<file path="src/rtl/instr_encoder_loader.sv">
// RV32I field-to-word encoder that streams packed instructions into instruction
// memory from a base address, with sticky encoding-error flags.
module instr_encoder_loader #(
  parameter int ADDR_W    = 12,
  parameter int MEM_BYTES = 4096,
  parameter int CNT_W     = 16
) (
  input  logic              clk,
  input  logic              rst_n,
  input  logic              start,
  input  logic [ADDR_W-1:0] base_addr,
  input  logic              in_valid,
  output logic              in_ready,
  input  logic [6:0]        in_op,
  input  logic [4:0]        in_rd,
  input  logic [4:0]        in_rs1,
  input  logic [4:0]        in_rs2,
  input  logic [2:0]        in_funct3,
  input  logic [6:0]        in_funct7,
  input  logic [31:0]       in_imm,
  input  logic              in_last,
  output logic              mem_we,
  output logic [ADDR_W-1:0] mem_addr,
  output logic [31:0]       mem_wdata,
  input  logic              mem_ready,
  output logic              busy,
  output logic              done,
  output logic [CNT_W-1:0]  count,
  output logic [2:0]        err_flags
);

  localparam logic [6:0] OP_R     = 7'b0110011;
  localparam logic [6:0] OP_IMM   = 7'b0010011;
  localparam logic [6:0] OP_LOAD  = 7'b0000011;
  localparam logic [6:0] OP_JALR  = 7'b1100111;
  localparam logic [6:0] OP_SYS   = 7'b1110011;
  localparam logic [6:0] OP_STORE = 7'b0100011;
  localparam logic [6:0] OP_BR    = 7'b1100011;
  localparam logic [6:0] OP_LUI   = 7'b0110111;
  localparam logic [6:0] OP_AUIPC = 7'b0010111;
  localparam logic [6:0] OP_JAL   = 7'b1101111;
  localparam logic [ADDR_W-1:0] ADDR_MASK = ADDR_W'(MEM_BYTES - 1);

  typedef enum logic [1:0] {IDLE, RUN, DONE} state_t;

  state_t            state, state_next;
  logic              last_seen, word_last;
  logic              accept, xfer;
  logic [31:0]       enc_word;
  logic [2:0]        enc_err;
  logic              fits12, fits13, fits21;

  assign in_ready = (state == RUN) && !last_seen && (!mem_we || mem_ready);
  assign accept   = in_valid && in_ready;
  assign xfer     = mem_we && mem_ready;
  assign busy     = (state != IDLE);
  assign done     = (state == DONE);

  // Signed range checks: every bit above the field's sign bit must match it.
  assign fits12 = (in_imm[31:11] == '0) || (in_imm[31:11] == '1);
  assign fits13 = (in_imm[31:12] == '0) || (in_imm[31:12] == '1);
  assign fits21 = (in_imm[31:20] == '0) || (in_imm[31:20] == '1);

  always_comb begin
    enc_word = 32'h0000_0013;
    enc_err  = '0;
    case (in_op)
      OP_R: enc_word = {in_funct7, in_rs2, in_rs1, in_funct3, in_rd, in_op};
      OP_IMM, OP_LOAD, OP_JALR, OP_SYS: begin
        if (in_op == OP_IMM && (in_funct3 == 3'b001 || in_funct3 == 3'b101)) begin
          enc_word   = {in_funct7, in_imm[4:0], in_rs1, in_funct3, in_rd, in_op};
          enc_err[1] = (in_imm[31:5] != '0);
        end else begin
          enc_word   = {in_imm[11:0], in_rs1, in_funct3, in_rd, in_op};
          enc_err[1] = !fits12;
        end
      end
      OP_STORE: begin
        enc_word   = {in_imm[11:5], in_rs2, in_rs1, in_funct3, in_imm[4:0], in_op};
        enc_err[1] = !fits12;
      end
      OP_BR: begin
        enc_word   = {in_imm[12], in_imm[10:5], in_rs2, in_rs1, in_funct3,
                      in_imm[4:1], in_imm[11], in_op};
        enc_err[1] = !fits13;
        enc_err[2] = in_imm[0];
      end
      OP_LUI, OP_AUIPC: enc_word = {in_imm[31:12], in_rd, in_op};
      OP_JAL: begin
        enc_word   = {in_imm[20], in_imm[10:1], in_imm[11], in_imm[19:12], in_rd, in_op};
        enc_err[1] = !fits21;
        enc_err[2] = in_imm[0];
      end
      default: enc_err[0] = 1'b1;
    endcase
  end

  always_comb begin
    state_next = state;
    case (state)
      IDLE:    if (start) state_next = RUN;
      RUN:     if (xfer && word_last) state_next = DONE;
      DONE:    state_next = IDLE;
      default: state_next = IDLE;
    endcase
  end

  always_ff @(posedge clk) begin
    if (!rst_n) begin
      state     <= IDLE;
      last_seen <= 1'b0;
      word_last <= 1'b0;
      mem_we    <= 1'b0;
      mem_addr  <= '0;
      mem_wdata <= '0;
      count     <= '0;
      err_flags <= '0;
    end else begin
      state <= state_next;
      if (state == IDLE && start) begin
        mem_addr  <= base_addr & ~ADDR_W'(3);
        count     <= '0;
        err_flags <= '0;
      end
      if (state == DONE) last_seen <= 1'b0;
      // A new accept refills the single output slot in the same cycle it drains.
      if (accept) begin
        mem_we    <= 1'b1;
        mem_wdata <= enc_word;
        word_last <= in_last;
        err_flags <= err_flags | enc_err;
        if (in_last) last_seen <= 1'b1;
      end else if (xfer) begin
        mem_we <= 1'b0;
      end
      if (xfer) begin
        mem_addr <= (mem_addr + ADDR_W'(4)) & ADDR_MASK;
        if (count != '1) count <= count + 1'b1;
      end
    end
  end

endmodule

</file>
<file path="config.mk">
export PLATFORM = sky130hd
export DESIGN_NAME = instr_encoder_loader
export DESIGN_NICKNAME = d
export VERILOG_FILES = /design/src/rtl/instr_encoder_loader.sv
export SDC_FILE = /design/constraint.sdc
export NUM_CORES = 1
export LEC_CHECK = 0
export CORE_AREA = 2 2 89 91
export CTS_BUF_LIST = sky130_fd_sc_hd__clkbuf_2 sky130_fd_sc_hd__clkbuf_4 sky130_fd_sc_hd__clkbuf_8
export CTS_CLUSTER_SIZE = 24
export DETAILED_ROUTE_END_ITERATION = 6
export DIE_AREA = 0 0 91 93
export PLACE_DENSITY_LB_ADDON = 0.2
export RECOVER_POWER = 50
export SYNTH_ARGS = -nofsm -noshare
export SYNTH_HDL_FRONTEND = slang
export SYNTH_SLANG_ARGS = --single-unit
</file>
<file path="constraint.sdc">
create_clock -name clk -period 4.7 [get_ports clk]
set_clock_uncertainty 0.05 [all_clocks]
set_input_delay 0.47 -clock clk [delete_from_list [all_inputs] [get_ports clk]]
set_output_delay 0.47 -clock clk [all_outputs]
set_load 0.03 [all_outputs]
</file>
# Yosys cells after proc, flatten, opt, wreduce, memory -nomap -nowiden
# Cells that the tools add are included.
# word_totals
output_inout_bits	67
elab_cells	83
regBits	68
# classes
n_mux	21
eq_ne	20
n_addsub	2
bitwise	1
n_reduce_logical	31
# ops
operator	count
32-bit case mux with 6 select lines	1
16-bit two-way mux	3
32-bit two-way mux	1
7-bit equality test (second input constant)	4
27-bit nonzero test	1
12-bit two-way mux	2
21-bit equality test (second input constant)	1
7-bit by 6-bit equality test with 1-bit output (second input constant)	3
21-bit logical NOT	1
20-bit equality test (second input constant)	1
20-bit logical NOT	1
16-bit by 1-bit adder with 16-bit output (second input constant)	1
16-bit inequality test (second input constant)	1
7-bit by 5-bit equality test with 1-bit output (second input constant)	2
12-bit by 3-bit adder with 12-bit output (second input constant)	1
12-bit equality test (second input constant)	1
12-bit logical NOT	1
10-bit OR reduction	1
1-bit two-way mux	8
2-bit nonzero test	4
7-bit by 2-bit equality test with 1-bit output (second input constant)	1
1-bit logical AND	7
3-bit two-way mux	2
1-bit logical NOT	5
other kinds (15)	21

# Longest topological paths before layout
# depth
ltp_word	7
depth_mapped	8
ltp_nobuf	7

# Worst setup path before layout
# No wires, ideal clock.
# synth_timing
kind	flip-flop to flip-flop
from	register mem_we
to	register mem_wdata[24]
stages_incl_launch_ff	7
t_arrival_ns	1.947
synth_period_minus_slack_ns	2.136
setup_slack_ns	2.564
path_buffers	1
cell_sequence	dfxtp_1 > nor2b_1 > nor4b_4 > nand2_1 > buf_2 > a222oi_1 > a221oi_1
# synth_between
elab_chain_cells	4
# synth_lines
item	line	rtl
from (decl)	22	output logic mem_we,
from (signal assigned)	113	mem_we <= 1'b0;
from (signal assigned)	128	mem_we <= 1'b1;
from (signal assigned)	134	mem_we <= 1'b0;
1-bit logical NOT	53	assign in_ready = (state == RUN) && !last_seen && (!mem_we || mem_ready);
1-bit logical OR	53	
1-bit logical AND	53	
named net in_ready	13	output logic in_ready,
1-bit logical AND	54	assign accept = in_valid && in_ready;
to (signal assigned)	129	mem_wdata <= enc_word;
to (decl)	24	output logic [31:0] mem_wdata,
# The timed path passes the listed nets, and every way through them passes these cells.
# A chain may end at the register's enable or synchronous reset.

# Worst setup path after layout
# layout_timing
from	input port mem_ready
to	register mem_wdata[6]
# layout_between
elab_chain_cells	3
# layout_lines
item	line	rtl
from (decl)	25	input logic mem_ready,
1-bit logical OR	53	
1-bit logical AND	53	
1-bit logical AND	54	
# Every way passes these cells.

==> tab_implementation.tex <==
\begin{tabular}{lr}
\hline
Metric & Value \\
\hline
\multicolumn{2}{l}{\textbf{Worst setup path}} \\
Crit path cell chain & dlygate4sd3\_1, nor2b\_1, nor4b\_4, and2\_1, o211ai\_2, a2111oi\_2, a21o\_1 \\
Endpoint class of the critical path & register \\
Bufs and invs on worst path & 1 \\
Largest driver fanout on the critical path & 24 \\
Slowest cell on crit path & sky130\_fd\_sc\_hd\_\_and2\_1 \\
Largest delay contributor family on the critical path & simple AND/OR/NAND/NOR gates \\
Data arrival at the endpoint of the critical path & 3.27 ns \\
Endpoint of the most critical register-to-register path & mem\_wdata[6] \\
R2R depth & 6 \\
Category of the worst setup path launch point & primary input \\
Reg-to-reg startpoint & mem\_we \\
Type of the worst setup path & in2reg \\
Setup crit start & mem\_ready \\
Reg2reg setup slack & 2.05 ns \\
CP required & 4.94 ns \\
Longest individual stage delay on the worst path & 0.72 ns \\
\multicolumn{2}{l}{\textbf{Timing}} \\
Sum Neg Setup Slack & 0 ns \\
Worst relative slew slack & 39.09\% \\
Hold Violations, Final & 0 \\
Final Max Tran Viols & 0 \\
Period minus WS final & 3.034 ns \\
Unrepaired setup endpoints after global routing & no \\
Number of endpoints failing setup at the final stage & 0 \\
Transition time at the pin with the least slew margin & 0.9082 ns \\
Max Freq & 0.3296 GHz \\
Final hold slack & 0.3928 ns \\
Fraction of the cycle the final worst path needs & 64.55\% \\
\multicolumn{2}{l}{\textbf{Detailed routing}} \\
Routed metal-1 wire length & 4.970 mm \\
Remaining antenna violation count & 0 \\
Wire length on met3 & 987 µm \\
Total length of routed met2 wires & 5.136 mm \\
Count of unresolved DRC violations after routing & 0 \\
Top routing layer in use & met4 \\
Number of violations reported at the end of detailed-routing iteration 0 & 367 \\
TritonRoute pass-1 iters & 6 \\
Wirelength per Cell & 16.54 µm \\
Vias after detailed routing & 4,040 \\
Post-Route WL & 11.33 mm \\
Via density per instance & 5.898 \\
\multicolumn{2}{l}{\textbf{Floorplan}} \\
Die Height & 93 µm \\
Core area & 7527 µm² \\
Die ar. & 8463 µm² \\
Boundary Pins & 149 \\
Effective utilization at floorplan & 46.64\% \\
Core Rows & 32 \\
Die W & 91 µm \\
\multicolumn{2}{l}{\textbf{Place}} \\
I/O Buffers & 144 \\
Gp weighted congestion & 0.8891 \\
Placed cell area & 4974 µm² \\
DP HPWL & 8.282 mm \\
\multicolumn{2}{l}{\textbf{Synth}} \\
Yosys Warn Count & 0 \\
Average size of a mapped cell & 7.890 µm² \\
Predominant post-synthesis flop cell & sky130\_fd\_sc\_hd\_\_dfxtp\_1 \\
Ranking of synthesized cells by area & sky130\_fd\_sc\_hd\_\_dfxtp\_1, sky130\_fd\_sc\_hd\_\_nand2\_1, sky130\_fd\_sc\_hd\_\_o21ai\_0, sky130\_fd\_sc\_hd\_\_nor2\_1, sky130\_fd\_sc\_hd\_\_a221oi\_1 \\
Sequential cell area fraction in the yosys report & 37.63\% \\
Post-Synthesis Cells & 445 \\
Library cell occupying the most area in the post-synthesis netlist & sky130\_fd\_sc\_hd\_\_dfxtp\_1 \\
Proportion of netlist area held by the largest area contributor & 37.63\% \\
Post-synth ARST share & 0\% \\
Count of flip-flops with a built-in enable after synthesis & 0 \\
\#FFs+latches synth & 66 \\
Post-synth design cell area & 3511 µm² \\
Most frequent cell after synthesis & sky130\_fd\_sc\_hd\_\_dfxtp\_1 \\
Most used standard cells in the synthesized netlist & sky130\_fd\_sc\_hd\_\_dfxtp\_1, sky130\_fd\_sc\_hd\_\_nand2\_1, sky130\_fd\_sc\_hd\_\_nor2\_1 \\
Yosys cell types & 55 \\
\multicolumn{2}{l}{\textbf{Finish}} \\
Final net count & 662 \\
Fillers & 675 \\
N\_diodes & 0 \\
Summed area of non-filler cells in the final layout & 5223 µm² \\
Relative area change from synthesis to final layout & 48.75\% \\
Fraction of final layout cells with drive strength greater than 1 & 5.317\% \\
\multicolumn{2}{l}{\textbf{Clock network}} \\
Number of clock sinks seen by CTS & 66 \\
Number of buffers created by CTS & 9 \\
Total of cells resized after clock tree synthesis & 0 \\
Number of buffers added for setup after CTS & 0 \\
Post-cts hold buffer count & 0 \\
CTS tree & built \\
Clock-pin slew of the registers on the worst-case setup and hold paths & 0.08 ns \\
Level count of the clock H-tree & 3 \\
Cell at the root of the clock tree & sky130\_fd\_sc\_hd\_\_clkbuf\_8 \\
Latest clock arrival within the worst-skew pair & 0.33 ns \\
Clock buffer depth & 2 \\
\multicolumn{2}{l}{\textbf{GRT}} \\
Via count of the first global-routing pass & 3,861 \\
Largest net degree at the start of global routing & 25 \\
Leftover overflow at the end of global routing & 0 \\
Wire length of the first global-routing pass & 18.49 mm \\
Initial antenna violation count & 0 \\
Overall track demand over capacity in global routing & 26.80\% \\
\multicolumn{2}{l}{\textbf{Worst hold path}} \\
Endpoint of the worst hold path & mem\_wdata[27] \\
Path class of the lowest-slack min-delay path & reg2reg \\
Worst hold path stage count & 2 \\
Hold path startpoint & mem\_wdata[27] \\
\multicolumn{2}{l}{\textbf{Status}} \\
Result of the run & completed \\
\multicolumn{2}{l}{\textbf{Power and ir drop}} \\
Leakage & 2.053 nW \\
Ratio of total power to cell area & 274.0 nW/µm² \\
Worst-case vdd ir drop & 0.0002224 V \\
\multicolumn{2}{l}{\textbf{Flow run}} \\
Max-capacitance violation count & 0 \\
\hline
\end{tabular}
==> metal layers <==
layer / global-route usage, % / up-vias
met2: 42.72 / 204
met4: 10.35 / 0
li1: - / 1938
met5: 0 / -
met1: 35.84 / 1879
met3: 5.479 / 19
==> power breakdown <==
| part | internal, mW | total [mW] | switching, mW |
|---|---|---|---|
| sequential | 0.576 | 0.589 | 0.0133 |
| combinational | 0.112 | 0.244 | 0.131 |
| clock | 0.368 | 0.598 | 0.230 |
==> final cells by class <==
type	instances	area [µm²]	area share (%)
Sequential cell	66	1321	25.30
Clock buffer	10	137.6	2.635
Timing Repair Buffer	146	1456	27.89
Multi-Input combinational cell	346	2034	38.96
Tap cell	102	127.6	2.444
Clock inverter	6	111.4	2.132
Inverter	9	33.78	0.6469
==> cell families (layout without fill, tap and decap cells) <==
logic type,count (synthesis),after routing,synth area share (%)
fa+ha+maj,2,2,0.7126
flops,66,66,37.63
simple gates,189,189,26.91
other cells,1,2,0.1068
compound gates,145,145,28.05
mux,2,2,0.5702
xor+xnor,6,6,1.497
buf+inv,34,171,4.526
==> metrics by stage <==
stage / setup slack, ns / util (%) / power (mW) / cells
floorplan: 2.564 / - / 0.7188 / 446
global placement: 1.399 / 66.07 / 0.8452 / 669
detailed placement: 1.371 / 66.07 / 0.8482 / 669
CTS: 1.732 / 69.38 / 1.446 / 685
global route: 1.423 / 69.38 / 1.491 / 685
finish: 1.666 / 69.38 / 1.431 / 685
==> state kept, by name (all words and copies together) (netlist names) <==
register and flops:
mem_wdata 32, count 16, mem_addr 10, err_flags 3, state 2, last_seen 1, mem_we 1, word_last 1
==> placed cells by master (no fill, tap or decap), types with 5 or more instances in the layout <==
cell / instances
sky130_fd_sc_hd__clkdlybuf4s50_1: 84
sky130_fd_sc_hd__dfxtp_1: 66
sky130_fd_sc_hd__dlygate4sd3_1: 60
sky130_fd_sc_hd__nand2_1: 55
sky130_fd_sc_hd__nor2_1: 48
sky130_fd_sc_hd__o21ai_0: 38
sky130_fd_sc_hd__a21oi_1: 23
sky130_fd_sc_hd__nand3_1: 20
sky130_fd_sc_hd__a221oi_1: 18
sky130_fd_sc_hd__o21ai_1: 15
sky130_fd_sc_hd__and3_1: 13
sky130_fd_sc_hd__a222oi_1: 11
sky130_fd_sc_hd__clkbuf_8: 10
sky130_fd_sc_hd__nor3_1: 9
sky130_fd_sc_hd__inv_1: 8
sky130_fd_sc_hd__nand4_1: 8
sky130_fd_sc_hd__nor4_1: 7
sky130_fd_sc_hd__nor2b_1: 5
==> worst max path at each step <==
stage | end | slack (ns) | cells after the start
floorplan | mem_wdata[24] | 2.56 | 6
global placement | mem_wdata[6] | 1.40 | 7
global route | mem_wdata[6] | 1.42 | 7
CTS | mem_wdata[6] | 1.73 | 7
finish | mem_wdata[6] | 1.67 | 7
detailed placement | mem_wdata[6] | 1.37 | 7
==> worst reg2reg max path: stages (launching register included) <==
cell and delay, ns:
sky130_fd_sc_hd__dfxtp_1 0.40, sky130_fd_sc_hd__nor2b_1 0.20, sky130_fd_sc_hd__nor4b_4 0.26, sky130_fd_sc_hd__and2_1 0.72, sky130_fd_sc_hd__o211ai_2 0.45, sky130_fd_sc_hd__a2111oi_2 0.40
sky130_fd_sc_hd__a21o_1 0.12
Note: power is estimated with default switching activity, not from simulation.
